$ cat src/rtl/mem_arb_pkg.sv
// Shared types, widths and helpers for the memory-port round-robin arbiter.
package mem_arb_pkg;

  localparam int unsigned MEM_ARB_CNT_W = 8;
  localparam int unsigned MEM_ARB_IDX_W = 4;

  typedef enum logic {
    IDLE = 1'b0,
    OWN  = 1'b1
  } mem_arb_state_e;

  // Pending read return: which requester gets the data the cycle after next.
  typedef struct packed {
    logic                     vld;
    logic [MEM_ARB_IDX_W-1:0] idx;
  } mem_arb_ret_t;

  // Increment modulo n, used for the round-robin pointer.
  function automatic int unsigned mem_arb_inc_mod(input int unsigned x, input int unsigned n);
    return (x + 1 >= n) ? 0 : x + 1;
  endfunction

endpackage

$ cat src/rtl/mem_arb_if.sv
// Requester-side handshake and memory-side command/response signals of the arbiter.
interface mem_arb_if #(
  parameter int unsigned NREQ = 4,
  parameter int unsigned AW   = 10,
  parameter int unsigned DW   = 32
);
  logic [NREQ-1:0]    mem_arb_req_ip;
  logic [NREQ-1:0]    mem_arb_lock_ip;
  logic [NREQ-1:0]    mem_arb_we_ip;
  logic [NREQ*AW-1:0] mem_arb_addr_ip;
  logic [NREQ*DW-1:0] mem_arb_wdata_ip;
  logic [NREQ-1:0]    mem_arb_gnt_op;
  logic [NREQ-1:0]    mem_arb_rvalid_op;
  logic [DW-1:0]      mem_arb_rdata_op;
  logic               mem_arb_en_op;
  logic               mem_arb_mwe_op;
  logic [AW-1:0]      mem_arb_maddr_op;
  logic [DW-1:0]      mem_arb_mwdata_op;
  logic [DW-1:0]      mem_arb_mrdata_ip;
  logic               mem_arb_busy_op;

  modport slave (
    input  mem_arb_req_ip, mem_arb_lock_ip, mem_arb_we_ip, mem_arb_addr_ip,
           mem_arb_wdata_ip, mem_arb_mrdata_ip,
    output mem_arb_gnt_op, mem_arb_rvalid_op, mem_arb_rdata_op, mem_arb_en_op,
           mem_arb_mwe_op, mem_arb_maddr_op, mem_arb_mwdata_op, mem_arb_busy_op
  );

  modport master (
    output mem_arb_req_ip, mem_arb_lock_ip, mem_arb_we_ip, mem_arb_addr_ip,
           mem_arb_wdata_ip, mem_arb_mrdata_ip,
    input  mem_arb_gnt_op, mem_arb_rvalid_op, mem_arb_rdata_op, mem_arb_en_op,
           mem_arb_mwe_op, mem_arb_maddr_op, mem_arb_mwdata_op, mem_arb_busy_op
  );

endinterface

$ cat src/rtl/mem_arb_rr_pick.sv
// Combinational round-robin picker: first masked request at or after ptr, wrapping.
module mem_arb_rr_pick #(
  parameter int unsigned NREQ = 4,
  parameter int unsigned PW   = 2
) (
  input  logic [NREQ-1:0] req_i,
  input  logic [PW-1:0]   ptr_i,
  input  logic [NREQ-1:0] mask_i,
  output logic [NREQ-1:0] gnt_o,
  output logic [PW-1:0]   idx_o,
  output logic            vld_o
);

  logic [NREQ-1:0] req_m;
  logic [PW:0]     pos;

  assign req_m = req_i & mask_i;

  // Scan ptr, ptr+1, ... modulo NREQ and keep the first hit.
  always_comb begin
    gnt_o = '0;
    idx_o = '0;
    vld_o = 1'b0;
    pos   = '0;
    for (int unsigned i = 0; i < NREQ; i++) begin
      pos = {1'b0, ptr_i} + (PW+1)'(i);
      if (pos >= (PW+1)'(NREQ)) pos = pos - (PW+1)'(NREQ);
      if (!vld_o && req_m[pos[PW-1:0]]) begin
        vld_o = 1'b1;
        idx_o = pos[PW-1:0];
      end
    end
    if (vld_o) gnt_o[idx_o] = 1'b1;
  end

endmodule

$ cat src/rtl/mem_arb.sv
// Round-robin arbiter with optional locked bursts sharing one synchronous RAM port.
module mem_arb
  import mem_arb_pkg::*;
#(
  parameter int unsigned NREQ      = 4,
  parameter int unsigned AW        = 10,
  parameter int unsigned DW        = 32,
  parameter int unsigned BURST_MAX = 8
) (
  input logic      mem_arb_clk_ip,
  input logic      mem_arb_rst_n_ip,
  mem_arb_if.slave bus_if
);

  localparam int unsigned PW = (NREQ > 1) ? $clog2(NREQ) : 1;

  mem_arb_state_e           state_q, state_d;
  logic [PW-1:0]            owner_q, owner_d;
  logic [PW-1:0]            ptr_q, ptr_d;
  logic [MEM_ARB_CNT_W-1:0] cnt_q, cnt_d;
  logic [NREQ-1:0]          mask_c;

  logic [NREQ-1:0] pick_gnt;
  logic [PW-1:0]   pick_idx;
  logic            pick_vld;
  logic            grant_vld;

  logic            sel_we, sel_lock;
  logic [AW-1:0]   sel_addr;
  logic [DW-1:0]   sel_wdata;
  logic            owner_req, owner_lock;

  logic            en_q, mwe_q;
  logic [AW-1:0]   maddr_q;
  logic [DW-1:0]   mwdata_q;
  mem_arb_ret_t    ret_q;
  logic [NREQ-1:0] rvalid_q, rvalid_d;

  mem_arb_rr_pick #(.NREQ(NREQ), .PW(PW)) u_pick (
    .req_i  (bus_if.mem_arb_req_ip),
    .ptr_i  (ptr_q),
    .mask_i (mask_c),
    .gnt_o  (pick_gnt),
    .idx_o  (pick_idx),
    .vld_o  (pick_vld)
  );

  // No grant is visible while reset is held.
  assign grant_vld = pick_vld & mem_arb_rst_n_ip;

  // Select the granted requester's command and the owner's handshake bits.
  always_comb begin
    sel_we     = 1'b0;
    sel_lock   = 1'b0;
    sel_addr   = '0;
    sel_wdata  = '0;
    owner_req  = 1'b0;
    owner_lock = 1'b0;
    for (int unsigned i = 0; i < NREQ; i++) begin
      if (pick_idx == PW'(i)) begin
        sel_we    = bus_if.mem_arb_we_ip[i];
        sel_lock  = bus_if.mem_arb_lock_ip[i];
        sel_addr  = bus_if.mem_arb_addr_ip[i*AW +: AW];
        sel_wdata = bus_if.mem_arb_wdata_ip[i*DW +: DW];
      end
      if (owner_q == PW'(i)) begin
        owner_req  = bus_if.mem_arb_req_ip[i];
        owner_lock = bus_if.mem_arb_lock_ip[i];
      end
    end
  end

  // FSM state, owner, burst count and round-robin pointer registers.
  always_ff @(posedge mem_arb_clk_ip or negedge mem_arb_rst_n_ip) begin
    if (!mem_arb_rst_n_ip) begin
      state_q <= IDLE;
      owner_q <= '0;
      cnt_q   <= '0;
      ptr_q   <= '0;
    end else begin
      state_q <= state_d;
      owner_q <= owner_d;
      cnt_q   <= cnt_d;
      ptr_q   <= ptr_d;
    end
  end

  // Next state: enter OWN on a locked grant, leave on unlock, idle owner or burst limit.
  always_comb begin
    state_d = state_q;
    owner_d = owner_q;
    cnt_d   = cnt_q;
    ptr_d   = ptr_q;
    if (grant_vld) ptr_d = PW'(mem_arb_inc_mod(32'(pick_idx), NREQ));
    unique case (state_q)
      IDLE: begin
        if (grant_vld && sel_lock && (BURST_MAX > 1)) begin
          state_d = OWN;
          owner_d = pick_idx;
          cnt_d   = MEM_ARB_CNT_W'(1);
        end
      end
      OWN: begin
        if (!owner_req) begin
          state_d = IDLE;
          cnt_d   = '0;
        end else if (grant_vld) begin
          cnt_d = cnt_q + MEM_ARB_CNT_W'(1);
          if (!owner_lock || (cnt_d == MEM_ARB_CNT_W'(BURST_MAX))) begin
            state_d = IDLE;
            cnt_d   = '0;
          end
        end
      end
      default: state_d = IDLE;
    endcase
  end

  // Output decode: restrict arbitration to the owner during a burst.
  always_comb begin
    mask_c = '1;
    if (state_q == OWN) begin
      mask_c          = '0;
      mask_c[owner_q] = 1'b1;
    end
  end

  // Command register toward the RAM, loaded on each grant.
  always_ff @(posedge mem_arb_clk_ip or negedge mem_arb_rst_n_ip) begin
    if (!mem_arb_rst_n_ip) begin
      en_q     <= 1'b0;
      mwe_q    <= 1'b0;
      maddr_q  <= '0;
      mwdata_q <= '0;
    end else begin
      en_q  <= grant_vld;
      mwe_q <= grant_vld & sel_we;
      if (grant_vld) begin
        maddr_q  <= sel_addr;
        mwdata_q <= sel_wdata;
      end
    end
  end

  // One-hot read valid decoded from the pending return slot.
  always_comb begin
    rvalid_d = '0;
    for (int unsigned i = 0; i < NREQ; i++) begin
      rvalid_d[i] = ret_q.vld && (ret_q.idx == MEM_ARB_IDX_W'(i));
    end
  end

  // Read-return pipeline: grant -> pending slot -> rvalid aligned with RAM data.
  always_ff @(posedge mem_arb_clk_ip or negedge mem_arb_rst_n_ip) begin
    if (!mem_arb_rst_n_ip) begin
      ret_q    <= '0;
      rvalid_q <= '0;
    end else begin
      ret_q.vld <= grant_vld & ~sel_we;
      ret_q.idx <= MEM_ARB_IDX_W'(pick_idx);
      rvalid_q  <= rvalid_d;
    end
  end

  assign bus_if.mem_arb_gnt_op    = pick_gnt & {NREQ{mem_arb_rst_n_ip}};
  assign bus_if.mem_arb_rvalid_op = rvalid_q;
  assign bus_if.mem_arb_rdata_op  = (|rvalid_q) ? bus_if.mem_arb_mrdata_ip : '0;
  assign bus_if.mem_arb_en_op     = en_q;
  assign bus_if.mem_arb_mwe_op    = mwe_q;
  assign bus_if.mem_arb_maddr_op  = maddr_q;
  assign bus_if.mem_arb_mwdata_op = mwdata_q;
  assign bus_if.mem_arb_busy_op   = (state_q == OWN);

endmodule

$ cat src/flat_wrapper.sv
// flat-port wrapper written by rule: the top's interface ports become plain ports
module mem_arb_flat import mem_arb_pkg::*;
#(
  parameter int unsigned NREQ      = 4,
  parameter int unsigned AW        = 10,
  parameter int unsigned DW        = 32,
  parameter int unsigned BURST_MAX = 8
)
  (mem_arb_clk_ip, mem_arb_rst_n_ip, bus_if_mem_arb_req_ip, bus_if_mem_arb_lock_ip, bus_if_mem_arb_we_ip, bus_if_mem_arb_addr_ip, bus_if_mem_arb_wdata_ip, bus_if_mem_arb_mrdata_ip, bus_if_mem_arb_gnt_op, bus_if_mem_arb_rvalid_op, bus_if_mem_arb_rdata_op, bus_if_mem_arb_en_op, bus_if_mem_arb_mwe_op, bus_if_mem_arb_maddr_op, bus_if_mem_arb_mwdata_op, bus_if_mem_arb_busy_op);
  mem_arb_if #(.NREQ(NREQ), .AW(AW), .DW(DW)) bus_if_i ();
  input logic mem_arb_clk_ip;
  input logic mem_arb_rst_n_ip;
  input wire logic [$bits(bus_if_i.mem_arb_req_ip)-1:0] bus_if_mem_arb_req_ip;
  input wire logic [$bits(bus_if_i.mem_arb_lock_ip)-1:0] bus_if_mem_arb_lock_ip;
  input wire logic [$bits(bus_if_i.mem_arb_we_ip)-1:0] bus_if_mem_arb_we_ip;
  input wire logic [$bits(bus_if_i.mem_arb_addr_ip)-1:0] bus_if_mem_arb_addr_ip;
  input wire logic [$bits(bus_if_i.mem_arb_wdata_ip)-1:0] bus_if_mem_arb_wdata_ip;
  input wire logic [$bits(bus_if_i.mem_arb_mrdata_ip)-1:0] bus_if_mem_arb_mrdata_ip;
  output wire logic [$bits(bus_if_i.mem_arb_gnt_op)-1:0] bus_if_mem_arb_gnt_op;
  output wire logic [$bits(bus_if_i.mem_arb_rvalid_op)-1:0] bus_if_mem_arb_rvalid_op;
  output wire logic [$bits(bus_if_i.mem_arb_rdata_op)-1:0] bus_if_mem_arb_rdata_op;
  output wire logic [$bits(bus_if_i.mem_arb_en_op)-1:0] bus_if_mem_arb_en_op;
  output wire logic [$bits(bus_if_i.mem_arb_mwe_op)-1:0] bus_if_mem_arb_mwe_op;
  output wire logic [$bits(bus_if_i.mem_arb_maddr_op)-1:0] bus_if_mem_arb_maddr_op;
  output wire logic [$bits(bus_if_i.mem_arb_mwdata_op)-1:0] bus_if_mem_arb_mwdata_op;
  output wire logic [$bits(bus_if_i.mem_arb_busy_op)-1:0] bus_if_mem_arb_busy_op;
  assign bus_if_i.mem_arb_req_ip = bus_if_mem_arb_req_ip;
  assign bus_if_i.mem_arb_lock_ip = bus_if_mem_arb_lock_ip;
  assign bus_if_i.mem_arb_we_ip = bus_if_mem_arb_we_ip;
  assign bus_if_i.mem_arb_addr_ip = bus_if_mem_arb_addr_ip;
  assign bus_if_i.mem_arb_wdata_ip = bus_if_mem_arb_wdata_ip;
  assign bus_if_i.mem_arb_mrdata_ip = bus_if_mem_arb_mrdata_ip;
  assign bus_if_mem_arb_gnt_op = bus_if_i.mem_arb_gnt_op;
  assign bus_if_mem_arb_rvalid_op = bus_if_i.mem_arb_rvalid_op;
  assign bus_if_mem_arb_rdata_op = bus_if_i.mem_arb_rdata_op;
  assign bus_if_mem_arb_en_op = bus_if_i.mem_arb_en_op;
  assign bus_if_mem_arb_mwe_op = bus_if_i.mem_arb_mwe_op;
  assign bus_if_mem_arb_maddr_op = bus_if_i.mem_arb_maddr_op;
  assign bus_if_mem_arb_mwdata_op = bus_if_i.mem_arb_mwdata_op;
  assign bus_if_mem_arb_busy_op = bus_if_i.mem_arb_busy_op;
  mem_arb #(.NREQ(NREQ), .AW(AW), .DW(DW), .BURST_MAX(BURST_MAX)) u_core (.mem_arb_clk_ip(mem_arb_clk_ip), .mem_arb_rst_n_ip(mem_arb_rst_n_ip), .bus_if(bus_if_i));
endmodule
$ cat config.mk
export PLATFORM = sky130hd
export DESIGN_NAME = mem_arb_flat
export DESIGN_NICKNAME = d
export VERILOG_FILES = /design/src/rtl/mem_arb_pkg.sv /design/src/rtl/mem_arb_if.sv /design/src/rtl/mem_arb_rr_pick.sv /design/src/rtl/mem_arb.sv /design/src/flat_wrapper.sv
export SDC_FILE = /design/constraint.sdc
export NUM_CORES = 1
export LEC_CHECK = 0
export ABC_AREA = 1
export CORE_MARGIN = 5
export CORE_UTILIZATION = 40
export CTS_CLUSTER_SIZE = 14
export DETAILED_ROUTE_END_ITERATION = 10
export PLACE_DENSITY_LB_ADDON = 0.15
export SLEW_MARGIN = 20
export SYNTH_ARGS = -nofsm -noshare
export SYNTH_HDL_FRONTEND = slang
export SYNTH_SLANG_ARGS = --single-unit
$ cat constraint.sdc
create_clock -name mem_arb_clk_ip -period 7.9 [get_ports mem_arb_clk_ip]
set_input_delay 2.37 -clock mem_arb_clk_ip [delete_from_list [all_inputs] [get_ports mem_arb_clk_ip]]
set_output_delay 2.37 -clock mem_arb_clk_ip [all_outputs]
set_load 0.02 [all_outputs]
**Word level (Yosys, flattened, before mapping)**

Cells that the tools add are included.

- Bits in registers: 64
- Word-level logic and storage cells: 135

- Eq/ne operators: 12
- Multiplexer cells: 62
- Reduce and logical (&&, ||, !) cells: 21
- Bitwise gates (word level): 7
- Add/subtract/negate cells: 9
- Order comparisons: 13

Operator list:

| operator | count |
|---|---|
| $mux W32 | 5 |
| $mux W10 | 4 |
| $mux W8 | 4 |
| $mux W1 | 30 |
| $lt A2 B3 Y1 const B | 6 |
| $mux W2 | 9 |
| $pmux W8 S2 | 1 |
| $eq A2 B2 Y1 const B | 6 |
| $ge A3 B3 Y1 const B | 4 |
| $logic_and A1 B1 Y1 | 10 |
| $add A8 B1 Y8 const B | 1 |
| $and A4 B4 Y4 | 2 |
| $bmux W1 S2 | 4 |
| $eq A8 B4 Y1 const B | 1 |
| $mux W4 | 2 |
| $sub A2 B1 Y2 const B | 4 |
| $add A2 B1 Y3 const B | 2 |
| $add A2 B2 Y3 const B | 2 |
| $eq A2 B1 Y1 const B | 3 |
| $demux W1 S2 | 2 |
| $ge A2 B1 Y1 const B | 2 |
| $logic_not A1 Y1 | 4 |
| $logic_not A2 Y1 | 2 |
| $logic_not A4 Y1 | 1 |
| 9 further kinds | 13 |

**Logic depth before layout (Yosys ltp)**

Gate-level depths: netlist of the first run.

- Depth in word-level cells: 26
- Mapped depth: 25
- Depth with buffers taken out: 24

**Cells and area by module**

Synthesis of the first run repeated with hierarchy kept, for this count alone.

- Cells, all modules: 691
- Area total of the unflattened synthesis: 4,553.1 sq um

By module, submodules not included:

| module | instances | area each (sq um) | cells an instance |
|---|---|---|---|
| mem_arb | 1 | 4,180.3 | 617 |
| mem_arb_rr_pick | 1 | 372.9 | 74 |

**Worst setup path after synthesis of the first run**

No wires, ideal clock.

- Path kind: input to output
- Start point: input port bus_if_mem_arb_req_ip[1]
- End point: output port bus_if_mem_arb_gnt_op[2]
- Stages on the path: 12
- Path buffers: 2
- Arrival time: 4.343 ns
- Path slack: 1.187 ns
- Required time: 5.530 ns
- Cells stage by stage: nand3_1 nand3_1 nand2_1 nand2_1 o21ai_2 nand3_1 o21ai_0 ha_1 clkbuf_1 inv_1 clkbuf_1 nor2_1

- Longest elaborated chain between the ends: 19

Ends and longest elaborated chain:

| element | line | RTL |
|---|---|---|
| from (decl) | flat_wrapper.sv:13 | `input wire logic [$bits(bus_if_i.mem_arb_req_ip)-1:0] bus_if_mem_arb_req_ip;` |
| $and A4 B4 Y4 * | mem_arb_rr_pick.sv:17 | `assign req_m = req_i & mask_i;` |
| $bmux W1 S2 | mem_arb_rr_pick.sv:28 | `if (!vld_o && req_m[pos[PW-1:0]]) begin` |
| $mux W1 (not written as such) | mem_arb_rr_pick.sv:28 |  |
| $mux W1 | mem_arb_rr_pick.sv:28 |  |
| $logic_not A1 Y1 | mem_arb_rr_pick.sv:28 |  |
| $logic_and A1 B1 Y1 | mem_arb_rr_pick.sv:28 |  |
| $mux W1 | mem_arb_rr_pick.sv:28 |  |
| $logic_not A1 Y1 | mem_arb_rr_pick.sv:28 |  |
| [... 4 more ...] | -- |  |
| $mux W2 * | mem_arb_rr_pick.sv:28 |  |
| via u_core.pick_idx[1] | mem_arb.sv:24 | `logic [PW-1:0] pick_idx;` |
| $lt A2 B3 Y1 (not written as such) / $ge A2 B1 Y1 (equally long branches) | mem_arb_rr_pick.sv:33 | `if (vld_o) gnt_o[idx_o] = 1'b1;` |
| $logic_and A1 B1 Y1 (not written as such) | mem_arb_rr_pick.sv:33 |  |
| $mux W1 (not written as such) | mem_arb_rr_pick.sv:33 |  |
| $demux W1 S2 * | mem_arb_rr_pick.sv:33 |  |
| $mux W4 * | mem_arb_rr_pick.sv:33 |  |
| $and A4 B4 Y4 * | mem_arb.sv:165 | `assign bus_if.mem_arb_gnt_op = pick_gnt & {NREQ{mem_arb_rst_n_ip}};` |
| to (decl) | flat_wrapper.sv:19 | `output wire logic [$bits(bus_if_i.mem_arb_gnt_op)-1:0] bus_if_mem_arb_gnt_op;` |

Mark *: on every way through the listed nets, which the timed path passes. The rest lies on a longest branch. The select of a mux whose other input is x is not followed.

**Worst setup path after layout of the first run**

- Start point: input port bus_if_mem_arb_req_ip[1]
- End point: output port bus_if_mem_arb_gnt_op[3]

The elaborated chain is that of the path after synthesis.

==> flow_summary_export.csv, run 1 <==
group,metric,value,unit
synthesis,synth_top_cell_area_share,35.2,%
routing,routed_wl,19000,microns
cts,cts_buffer_depth,2,
timing,min_period_over_period,93.8,%
cts,postCtsSetupBuffers,0,
timing,timing.setup.tns,0,ns
grt,antenna_found_initial,1,
synthesis,syn_area_per_cell,6.40,sq um
synthesis,synth_cell_types,31,
floorplan,core.rowCount,39,
setup_path,worstPathCellList,"clkdlybuf4s50_1, nand3_1, nand3_1, nand2_1, nand2_1, nand2_1, nand3_1, o21ai_0, ha_1, inv_2, nor2_1, clkdlybuf4s50_1",
synthesis,synth_edf_count,0,
floorplan,fp.dieH,117,microns
synthesis,synth_fa_ha_area_share,1.38,%
routing,wl_met2,9100,microns
routing,route.vias.total,5739,
timing,setup_violations,0,
synthesis,ys_seq_elements,64,
placed_design,dp_hpwl,14700,microns
synthesis,synth_compound_area_share,20.6,%
cts,cts-root-buf,"clkbuf_16",
synthesis,async_flop_share,100,%
cts,clkSinkCount,64,
timing,fmax,135,MHz
synthesis,synthTopCellsByArea,"dfrtp_1 35%, nand2_1 16%, o21ai_0 13%",
synthesis,netlist_area,4540,sq um
cts,clk_latency,0.33,ns
power_and_ir_drop,powerDensity,543,nW/um^2
routing,wire_per_inst,16.8,microns
final_layout,final_cell_count_no_fill,1132,
routing,dr.max_layer_used,"met4",
cts,clk_pin_slew,0.05,ns
timing,slew_violations,0,
power_and_ir_drop,ir_worst_vdd,0.00113,V
final_layout,area_growth,74.1,%
synthesis,muxShareOfSynthArea,0,%
grt,grt_pass1_vias,5072,
floorplan,ios,299,
routing,drtIter0Drc,514,
setup_path,worstPathRequired,5.53,ns
timing,fin_crit,7.41,ns
routing,first_pass_iters,6,
synthesis,postSynthCellCount,710,
synthesis,yosys.area.top_type,"dfrtp_1",
routing,detail-route-antenna-nets,0,
hold_path,hold_depth,2,
placed_design,portBuffers,298,
cts,htreeDepth,3,
timing,tightest_slew,0.858,ns
placed_design,placed_cells,1114,
cts,cts_tree,"built",
grt,grt_pass1_wl,27200,microns
final_layout,drive_gt1_share,4.56,%
cts,postCtsResizedCells,0,
timing,skew,0.00571,ns
setup_path,endpoint_kind,"output pin",
routing,met3_length,1850,microns
cts,ctsHoldBuffers,0,
grt,grt_max_degree,86,
synthesis,synth_top_family_by_area,"simple AND/OR/NAND/NOR gates",
synthesis,synth_flop_cell,"dfrtp_1",
routing,drc_errors,0,
status,status,"finished, final reports clean",
cts,numCtsBuffers,9,
setup_path,max_stage_delay,0.63,ns
synthesis,synth-simple-area-share,31.6,%
floorplan,die_area,13600,sq um
setup_path,critPathLaunchType,"input port",
timing,maxSlewHeadroom,42.8,%
floorplan,die_x,117,microns
synthesis,yosysWarnings,0,
setup_path,crit_path_top_delay_cell,"clkdlybuf4s50_1",
routing,via_per_inst,5.07,
grt,grt_util_all_layers,25.9,%
setup_path,cp_top_family,"buffers and inverters",
placed_design,gp_congestion,0.898,
power_and_ir_drop,static-leakage-power,3.64,nW
setup_path,path_class,"input port to output pin",
setup_path,path_max_fanout,5,
synthesis,yosys.area_share.xor_xnor,1.32,%
grt,overflow,0,
setup_path,worstPathArrival,5.04,ns
setup_path,rr_worst_depth,21,
floorplan,core,11300,sq um
final_layout,num-nets-final,1201,
hold_path,hp-class,"flop to flop",
setup_path,cp.depth,12,
job,maxCapViolations,0,
timing,finalHoldViolations,0,
setup_path,path_buf_inv,3,
floorplan,start_util,40.3,%
routing,wl_met1,7640,microns
synthesis,synth_nets,929,
timing,rsz0062_at_grt,"no",
synthesis,yosysSeqAreaShare,35.2,%
registers in the layout, summed over array words and instances (netlist names):
register,cells
u_core.owner_q,2
u_core.ret_q,3
u_core.bus_if.mem_arb_rvalid_op,4
u_core.bus_if.mem_arb_mwe_op,1
u_core.bus_if.mem_arb_mwdata_op,32
u_core.cnt_q,8
u_core.bus_if.mem_arb_maddr_op,10
u_core.bus_if.mem_arb_busy_op,1
u_core.bus_if.mem_arb_en_op,1
u_core.ptr_q,2
routing by layer:
metal | vias to the layer above | GRT usage [%]
li1 | 2873 | -
met1 | 2576 | 32.6
met2 | 263 | 42.6
met3 | 27 | 7.36
met4 | 0 | 9.40
met5 | - | 0
path summary, 6_finish.rpt:
kind,startpoint,endpoint,slack [ns]
max in group asynchronous,mem_arb_rst_n_ip,u_core.bus_if.mem_arb_mwdata_op[28]$_DFFE_PN0P_,5.07
hold reg to reg,u_core.bus_if.mem_arb_maddr_op[5]$_DFFE_PN0P_,u_core.bus_if.mem_arb_maddr_op[5]$_DFFE_PN0P_,0.48
hold / removal,u_core.bus_if.mem_arb_maddr_op[5]$_DFFE_PN0P_,u_core.bus_if.mem_arb_maddr_op[5]$_DFFE_PN0P_,0.48
min in group asynchronous,mem_arb_rst_n_ip,u_core.bus_if.mem_arb_mwdata_op[12]$_DFFE_PN0P_,2.27
setup reg to reg,u_core.bus_if.mem_arb_busy_op$_DFF_PN0_,u_core.cnt_q[5]$_DFFE_PN0P_,4.08
setup / recovery,bus_if_mem_arb_req_ip[1],bus_if_mem_arb_gnt_op[3],0.49
cell families (layout without fill, tap and decap cells):
group	after synthesis	count (layout)
adder cells (fa/ha/maj)	5	5
AND/OR/NAND/NOR	340	340
flip-flops	64	64
buffers and inverters	111	387
AO/OA/AOI/OAI	184	184
other	0	3
XOR/XNOR	6	6
worst min-delay path: cells and delay by family (launching register included):
kind / cells / cell delay, ns
flip-flops: 1 / 0.34
AO/OA/AOI/OAI: 1 / 0.06
AND/OR/NAND/NOR: 1 / 0.05
cell type report:
type | count | area, sq um
Antenna cell | 3 | 7.51
Clock buffer | 12 | 256
Clock inverter | 3 | 65.1
Fill cell | 999 | 3360
Inverter | 64 | 240
Multi-Input combinational cell | 535 | 2510
Sequential cell | 64 | 1600
Tap cell | 143 | 179
Timing Repair Buffer | 308 | 3050
placed cells by master, fill, tap and decap left out:
master / instances
nand3_1: 74
clkdlybuf4s50_1: 297
clkbuf_16: 9
buf_4: 10
ha_2: 3
nand2_1: 191
a21o_1: 1
o21ai_2: 1
xnor2_2: 1
dfrtp_1: 64
nand2_4: 2
nand2_2: 4
nor4_2: 1
nor3_1: 7
o211ai_1: 1
o21a_1: 1
nor3b_2: 1
xor2_1: 5
nand3b_1: 2
o21ai_0: 120
inv_2: 6
nand4_1: 3
nor3b_1: 1
nor2_1: 53
diode_2: 3
buf_2: 1
clkbuf_8: 2
inv_1: 58
nand3_2: 1
a21oi_1: 45
o2111ai_1: 1
clkbuf_1: 1
o21ai_1: 14
ha_1: 2
bufinv_16: 2
clkinv_2: 1
metrics by stage:
| step | instance area, sq um | hold WS, ns | total power [W] | utilization [%] | worst slack, ns |
|---|---|---|---|---|---|
| after floorplan | 4540 | 0.432 | 0.00279 | - | 1.19 |
| after global placement | 7580 | 0.466 | 0.00381 | 67.3 | 0.581 |
| after detailed placement | 7580 | 0.473 | 0.00385 | 67.3 | 0.544 |
| after CTS | 7910 | 0.486 | 0.00431 | 70.1 | 0.525 |
| after global routing | 7910 | 0.501 | 0.00474 | 70.2 | 0.243 |
| final | 7910 | 0.481 | 0.00430 | 70.2 | 0.491 |
power breakdown:
part           internal (W)  total, W  switching (W)
Clock              0.000291  0.000432       0.000141
Combinational       0.00122   0.00329        0.00207
Sequential         0.000485  0.000579      0.0000940
Yosys cell counts (all sizes together), types with 2 or more instances:
library cell	n
nand2	197
o21ai	135
nand3	75
dfrtp	64
inv	64
nor2	53
a21oi	45
clkbuf	25
buf	22
nor3	7
ha	5
xor2	5
nand4	3
nand3b	2
nor3b	2
(Power assumes the default switching activity.)
==> run 2, diff against run 1 <==
CORE_AREA = 2 2 117 119   (was unset)
CORE_MARGIN = unset   (was 5)
CORE_UTILIZATION = unset   (was 40)
DIE_AREA = 0 0 119 121   (was unset)
SKIP_CTS_REPAIR_TIMING = 1   (was unset)
==> run 2 against run 1 <==
Routed wire length shrank 2.5%. Fmax is 0.77% lower. Via count shrank 1.6%. Critical endpoint unchanged. Setup slack worse by 0.057 ns. Critical path type unchanged.
==> flow_summary_export.csv, run 2 (same netlist as run 1, synthesis figures left out) <==
group,metric,value,unit
final_layout,area_growth,74.6,%
power_and_ir_drop,static-leakage-power,3.63,nW
routing,detail-route-antenna-nets,0,
power_and_ir_drop,powerDensity,540,nW/um^2
grt,grt_pass1_vias,5126,
timing,finalHoldViolations,0,
status,status,"finished, final reports clean",
timing,timing.hold.ws,0.481,ns
floorplan,ios,299,
timing,tightest_slew,0.839,ns
timing,fin_crit,7.47,ns
floorplan,die_area,14400,sq um
final_layout,stdcell_area,7930,sq um
setup_path,worstPathCellList,"clkdlybuf4s50_1, nand3_1, nand3_1, nand2_1, nand2_1, o21ai_2, nand3_1, o21ai_0, ha_1, inv_2, nor2_1, clkdlybuf4s50_1",
routing,drc_errors,0,
timing,timing.setup.tns,0,ns
final_layout,num-nets-final,1200,
floorplan,fp.dieH,121,microns
cts,clk_pin_slew,0.05,ns
setup_path,crit_start,"bus_if_mem_arb_req_ip[1]",
setup_path,path_class,"input port to output pin",
placed_design,gp_congestion,0.880,
setup_path,r2r_start,"u_core.ptr_q[0]$_DFFE_PN0P_",
setup_path,worstPathArrival,5.10,ns
timing,slew_violations,0,
routing,first_pass_iters,5,
hold_path,hp-start,"u_core.bus_if.mem_arb_mwdata_op[19]$_DFFE_PN0P_",
setup_path,crit_path_top_delay_cell,"clkdlybuf4s50_1",
final_layout,fin_util,60.6,%
job,maxCapViolations,0,
timing,fmax,134,MHz
cts,cts-root-buf,"clkbuf_16",
setup_path,max_stage_delay,0.64,ns
routing,routed_wl,18600,microns
cts,htreeDepth,3,
timing,maxSlewHeadroom,44.1,%
cts,numCtsBuffers,9,
final_layout,num_antenna_cells,0,
placed_design,portBuffers,298,
timing,rsz0062_at_grt,"no",
cts,cts_buffer_depth,2,
setup_path,path_max_fanout,5,
final_layout,nFillCells,1246,
grt,antenna_found_initial,0,
setup_path,worstPathRequired,5.53,ns
setup_path,cp_common_cell,"nand3_1",
placed_design,dp_hpwl,14200,microns
routing,via_per_inst,4.86,
floorplan,core.rowCount,42,
cts,clk_latency,0.33,ns
timing,min_period_over_period,94.5,%
routing,wire_per_inst,16.0,microns
setup_path,critPathLaunchType,"input port",
final_layout,drive_gt1_share,4.67,%
final_layout,most-common-layout-cells,"297 x clkdlybuf4s50_1, 191 x nand2_1, 120 x o21ai_0",
placed_design,place_area,7630,sq um
hold_path,hp-class,"flop to flop",
cts,cts_tree,"built",
grt,overflow,0,
floorplan,start_util,34.7,%
grt,grt_max_degree,86,
power_and_ir_drop,ir_worst_vdd,0.000650,V
floorplan,core,13100,sq um
grt,grt_pass1_wl,28100,microns
routing,drtIter0Drc,364,
timing,skew,0.00863,ns
final_layout,largest_reg_flops,32,
cts,clkSinkCount,64,
floorplan,die_x,119,microns
timing,setup_violations,0,
routing,route.vias.total,5648,
final_layout,final_common_cell,"clkdlybuf4s50_1",
grt,grt_util_all_layers,25.2,%
setup_path,endpoint_kind,"output pin",
[run 2: final timing paths]
kind                            slack (ns)  depth (start not counted)                                               to
worst max-delay path                  0.43                         12                         bus_if_mem_arb_gnt_op[3]
worst min-delay path                  0.48                          2  u_core.bus_if.mem_arb_mwdata_op[19]$_DFFE_PN0P_
worst max register to register        4.02                         20                      u_core.cnt_q[5]$_DFFE_PN0P_
worst min register to register        0.48                          2  u_core.bus_if.mem_arb_mwdata_op[19]$_DFFE_PN0P_
max in group asynchronous             5.08                          2    u_core.bus_if.mem_arb_maddr_op[9]$_DFFE_PN0P_
min in group asynchronous             2.26                          2  u_core.bus_if.mem_arb_mwdata_op[12]$_DFFE_PN0P_
[run 2: area by class of cell]
class	count	area, sq um	share of cell area, %
tap	176	220	2.78
multi-input combinational	535	2520	31.7
clock inverter	6	67.6	0.852
sequential	64	1600	20.2
timing repair buffer	307	3050	38.4
inverter	64	240	3.03
clock buffer	10	239	3.01
[run 2: per-layer routing]
layer,wire length (microns),GRT usage (%),vias up,part of all wire (%)
li1,-,-,2863,-
met5,0,0,-,0
met1,7480,30.7,2507,40
met4,592,8.93,0,3.2
met3,1420,6.91,34,7.7
met2,9070,42.8,244,49
[run 2: through the flow]
stage | power, W | worst slack, ns | cells
CTS | 0.00432 | 0.435 | 1162
global placement | 0.00388 | 0.554 | 1146
floorplan | 0.00279 | 1.19 | 710
detailed placement | 0.00389 | 0.468 | 1146
finish | 0.00428 | 0.434 | 1162
global route | 0.00473 | 0.149 | 1162
[run 2: power by group]
part	internal (W)	total, W	switching (W)
Sequential	0.000486	0.000581	0.0000957
Combinational	0.00122	0.00330	0.00208
Clock	0.000254	0.000402	0.000148
[run 2: worst max-delay path, delay by kind of cell]
| family | cells | cell delay [ns] |
|---|---|---|
| fa+ha+maj | 1 | 0.35 |
| compound gates | 2 | 0.61 |
| simple gates | 6 | 0.64 |
| buf+inv | 3 | 1.12 |
==> run 3, diff against run 2 <==
CELL_PAD_IN_SITES_DETAIL_PLACEMENT = 2   (was unset)
CELL_PAD_IN_SITES_GLOBAL_PLACEMENT = 2   (was unset)
CORE_AREA = unset   (was 2 2 117 119)
CORE_UTILIZATION = 19   (was unset)
DIE_AREA = unset   (was 0 0 119 121)
==> run 3 against run 2 <==
Cell area grew 1.8%. Combinational power grew 4%. Utilization shrank 26 points. First-iteration DRC count shrank 50%. Sequential share of layout area shrank 0.35 points. Die area grew 70%. Total power grew 2.0%. Global-route usage shrank 7.0 points. Critical path type unchanged.
==> flow_summary_export.csv, run 3 (same netlist as run 1, synthesis figures left out) <==
group,metric,value,unit
timing,timing.setup.tns,0,ns
placed_design,placed_cells,1289,
setup_path,rr_worst_depth,19,
cts,clk_latency,0.34,ns
final_layout,largest_reg_flops,32,
power_and_ir_drop,ir_worst_vdd,0.000361,V
hold_path,hp-start,"u_core.ret_q[1]$_DFF_PN0_",
setup_path,max_stage_delay,0.64,ns
hold_path,hp-class,"flop to flop",
timing,fmax,131,MHz
power_and_ir_drop,powerDensity,541,nW/um^2
routing,drc_errors,0,
setup_path,critPathLaunchType,"input port",
routing,detail-route-antenna-nets,0,
floorplan,die_x,157,microns
cts,numCtsBuffers,9,
routing,route.vias.total,5818,
timing,min_period_over_period,96.8,%
timing,maxSlewHeadroom,41.6,%
setup_path,path_class,"input port to output pin",
routing,first_pass_iters,4,
placed_design,gp_congestion,0.747,
setup_path,worstPathRequired,5.53,ns
setup_path,path_max_fanout,5,
placed_design,dp_hpwl,17000,microns
timing,finalHoldViolations,0,
timing,tightest_slew,0.876,ns
setup_path,endpoint_kind,"output pin",
floorplan,core.rowCount,56,
setup_path,worstPathCellList,"clkdlybuf4s50_1, nand3_1, nand3_1, nand2_1, nand2_1, o21ai_2, nand3_1, o21ai_0, ha_1, inv_2, nor2_1, clkdlybuf4s50_1",
timing,slew_violations,0,
final_layout,drive_gt1_share,4.46,%
final_layout,final_cell_count_no_fill,1306,
setup_path,rrSetupSlack,3.80,ns
grt,overflow,0,
cts,cts_tree,"built",
setup_path,crit_path_top_delay_cell,"clkdlybuf4s50_1",
grt,grt_max_degree,86,
routing,wire_per_inst,16.8,microns
routing,via_per_inst,4.45,
final_layout,num-nets-final,1200,
cts,cts-root-buf,"clkbuf_16",
floorplan,start_util,19.4,%
final_layout,final_common_cell,"clkdlybuf4s50_1",
floorplan,ios,299,
placed_design,portBuffers,298,
cts,cts_buffer_depth,2,
final_layout,most-common-layout-cells,"297 x clkdlybuf4s50_1, 191 x nand2_1, 120 x o21ai_0",
power_and_ir_drop,static-leakage-power,3.62,nW
timing,rsz0062_at_grt,"no",
hold_path,hold_depth,1,
timing,fin_crit,7.65,ns
grt,grt_util_all_layers,18.2,%
setup_path,worstPathArrival,5.28,ns
cts,clkSinkCount,64,
job,maxCapViolations,0,
routing,routed_wl,21900,microns
grt,grt_pass1_wl,34100,microns
floorplan,fp.dieH,157,microns
grt,grt_pass1_vias,6353,
cts,clk_pin_slew,0.05,ns
cts,htreeDepth,3,
timing,setup_violations,0,
setup_path,r2r_start,"u_core.ptr_q[0]$_DFFE_PN0P_",
floorplan,core,23500,sq um
setup_path,cp_common_cell,"nand3_1",
final_layout,area_growth,77.7,%
setup_path,r2r-end,"u_core.cnt_q[0]$_DFFE_PN0P_",
routing,drtIter0Drc,181,
grt,antenna_found_initial,2,
status,status,"finished, final reports clean",
setup_path,crit_start,"bus_if_mem_arb_req_ip[1]",
hold_path,hold_path_end,"u_core.bus_if.mem_arb_rvalid_op[1]$_DFF_PN0_",
timing,skew,0.00485,ns
floorplan,die_area,24500,sq um
final_layout,nFillCells,2832,
[run 3: cell types whose count changed in the layout (fill, tap and decap cells not counted), sizes merged]
cell	delta
bufinv	-1
clkinvlp	-2
diode	+1
inv	-1
clkinv	+2
clkbuf	+2
[run 3: power breakdown]
group / total, W / switching [W] / leakage [nW] / internal [W]
Clock: 0.000362 / 0.000143 / 0.136 / 0.000219
Combinational: 0.00342 / 0.00220 / 2.67 / 0.00122
Sequential: 0.000581 / 0.0000953 / 0.812 / 0.000486
[run 3: critical path, delay by kind of cell]
family | cells | cell delay (ns)
compound gates | 2 | 0.73
fa+ha+maj | 1 | 0.38
buf+inv | 3 | 1.12
simple gates | 6 | 0.67
[run 3: how the worst max path moves through the flow]
stage | to | cells past startpoint
finish | bus_if_mem_arb_gnt_op[3] | 12
CTS | bus_if_mem_arb_gnt_op[3] | 12
detailed placement | bus_if_mem_arb_gnt_op[2] | 12
global placement | bus_if_mem_arb_gnt_op[2] | 12
global route | bus_if_mem_arb_gnt_op[2] | 12
floorplan | bus_if_mem_arb_gnt_op[2] | 12
[run 3: per-stage QoR]
| stage | cell area [sq um] | setup WS (ns) | utilization, % | power [W] | hold slack (ns) |
|---|---|---|---|---|---|
| CTS | 8070 | 0.253 | 34.4 | 0.00450 | 0.491 |
| finish | 8070 | 0.254 | 34.4 | 0.00437 | 0.478 |
| detailed placement | 7800 | 0.267 | 33.3 | 0.00410 | 0.477 |
| global route | 8070 | 0.0627 | 34.4 | 0.00490 | 0.505 |
| floorplan | 4540 | 1.19 | - | 0.00279 | 0.432 |
| global placement | 7800 | 0.337 | 33.3 | 0.00403 | 0.465 |
[run 3: area by class of cell]
cell class	instances	area, sq um	area share [%]
Clock buffer	12	246	3.05
Antenna cell	1	2.50	0.0310
Tap cell	319	399	4.94
Clock inverter	4	20.0	0.248
Multi-Input combinational cell	535	2520	31.2
Timing Repair Buffer	307	3050	37.7
Sequential cell	64	1600	19.8
Inverter	64	240	2.98
[run 3: layer usage]
layer	wire [microns]	part of all wire [%]	up-vias	global-route usage, %
met5	11	0.050	-	0
met4	257	1.2	2	4.95
met3	2160	9.8	17	7.48
met2	11100	51	190	33.8
met1	8440	38	2751	18.6
li1	-	-	2858	-
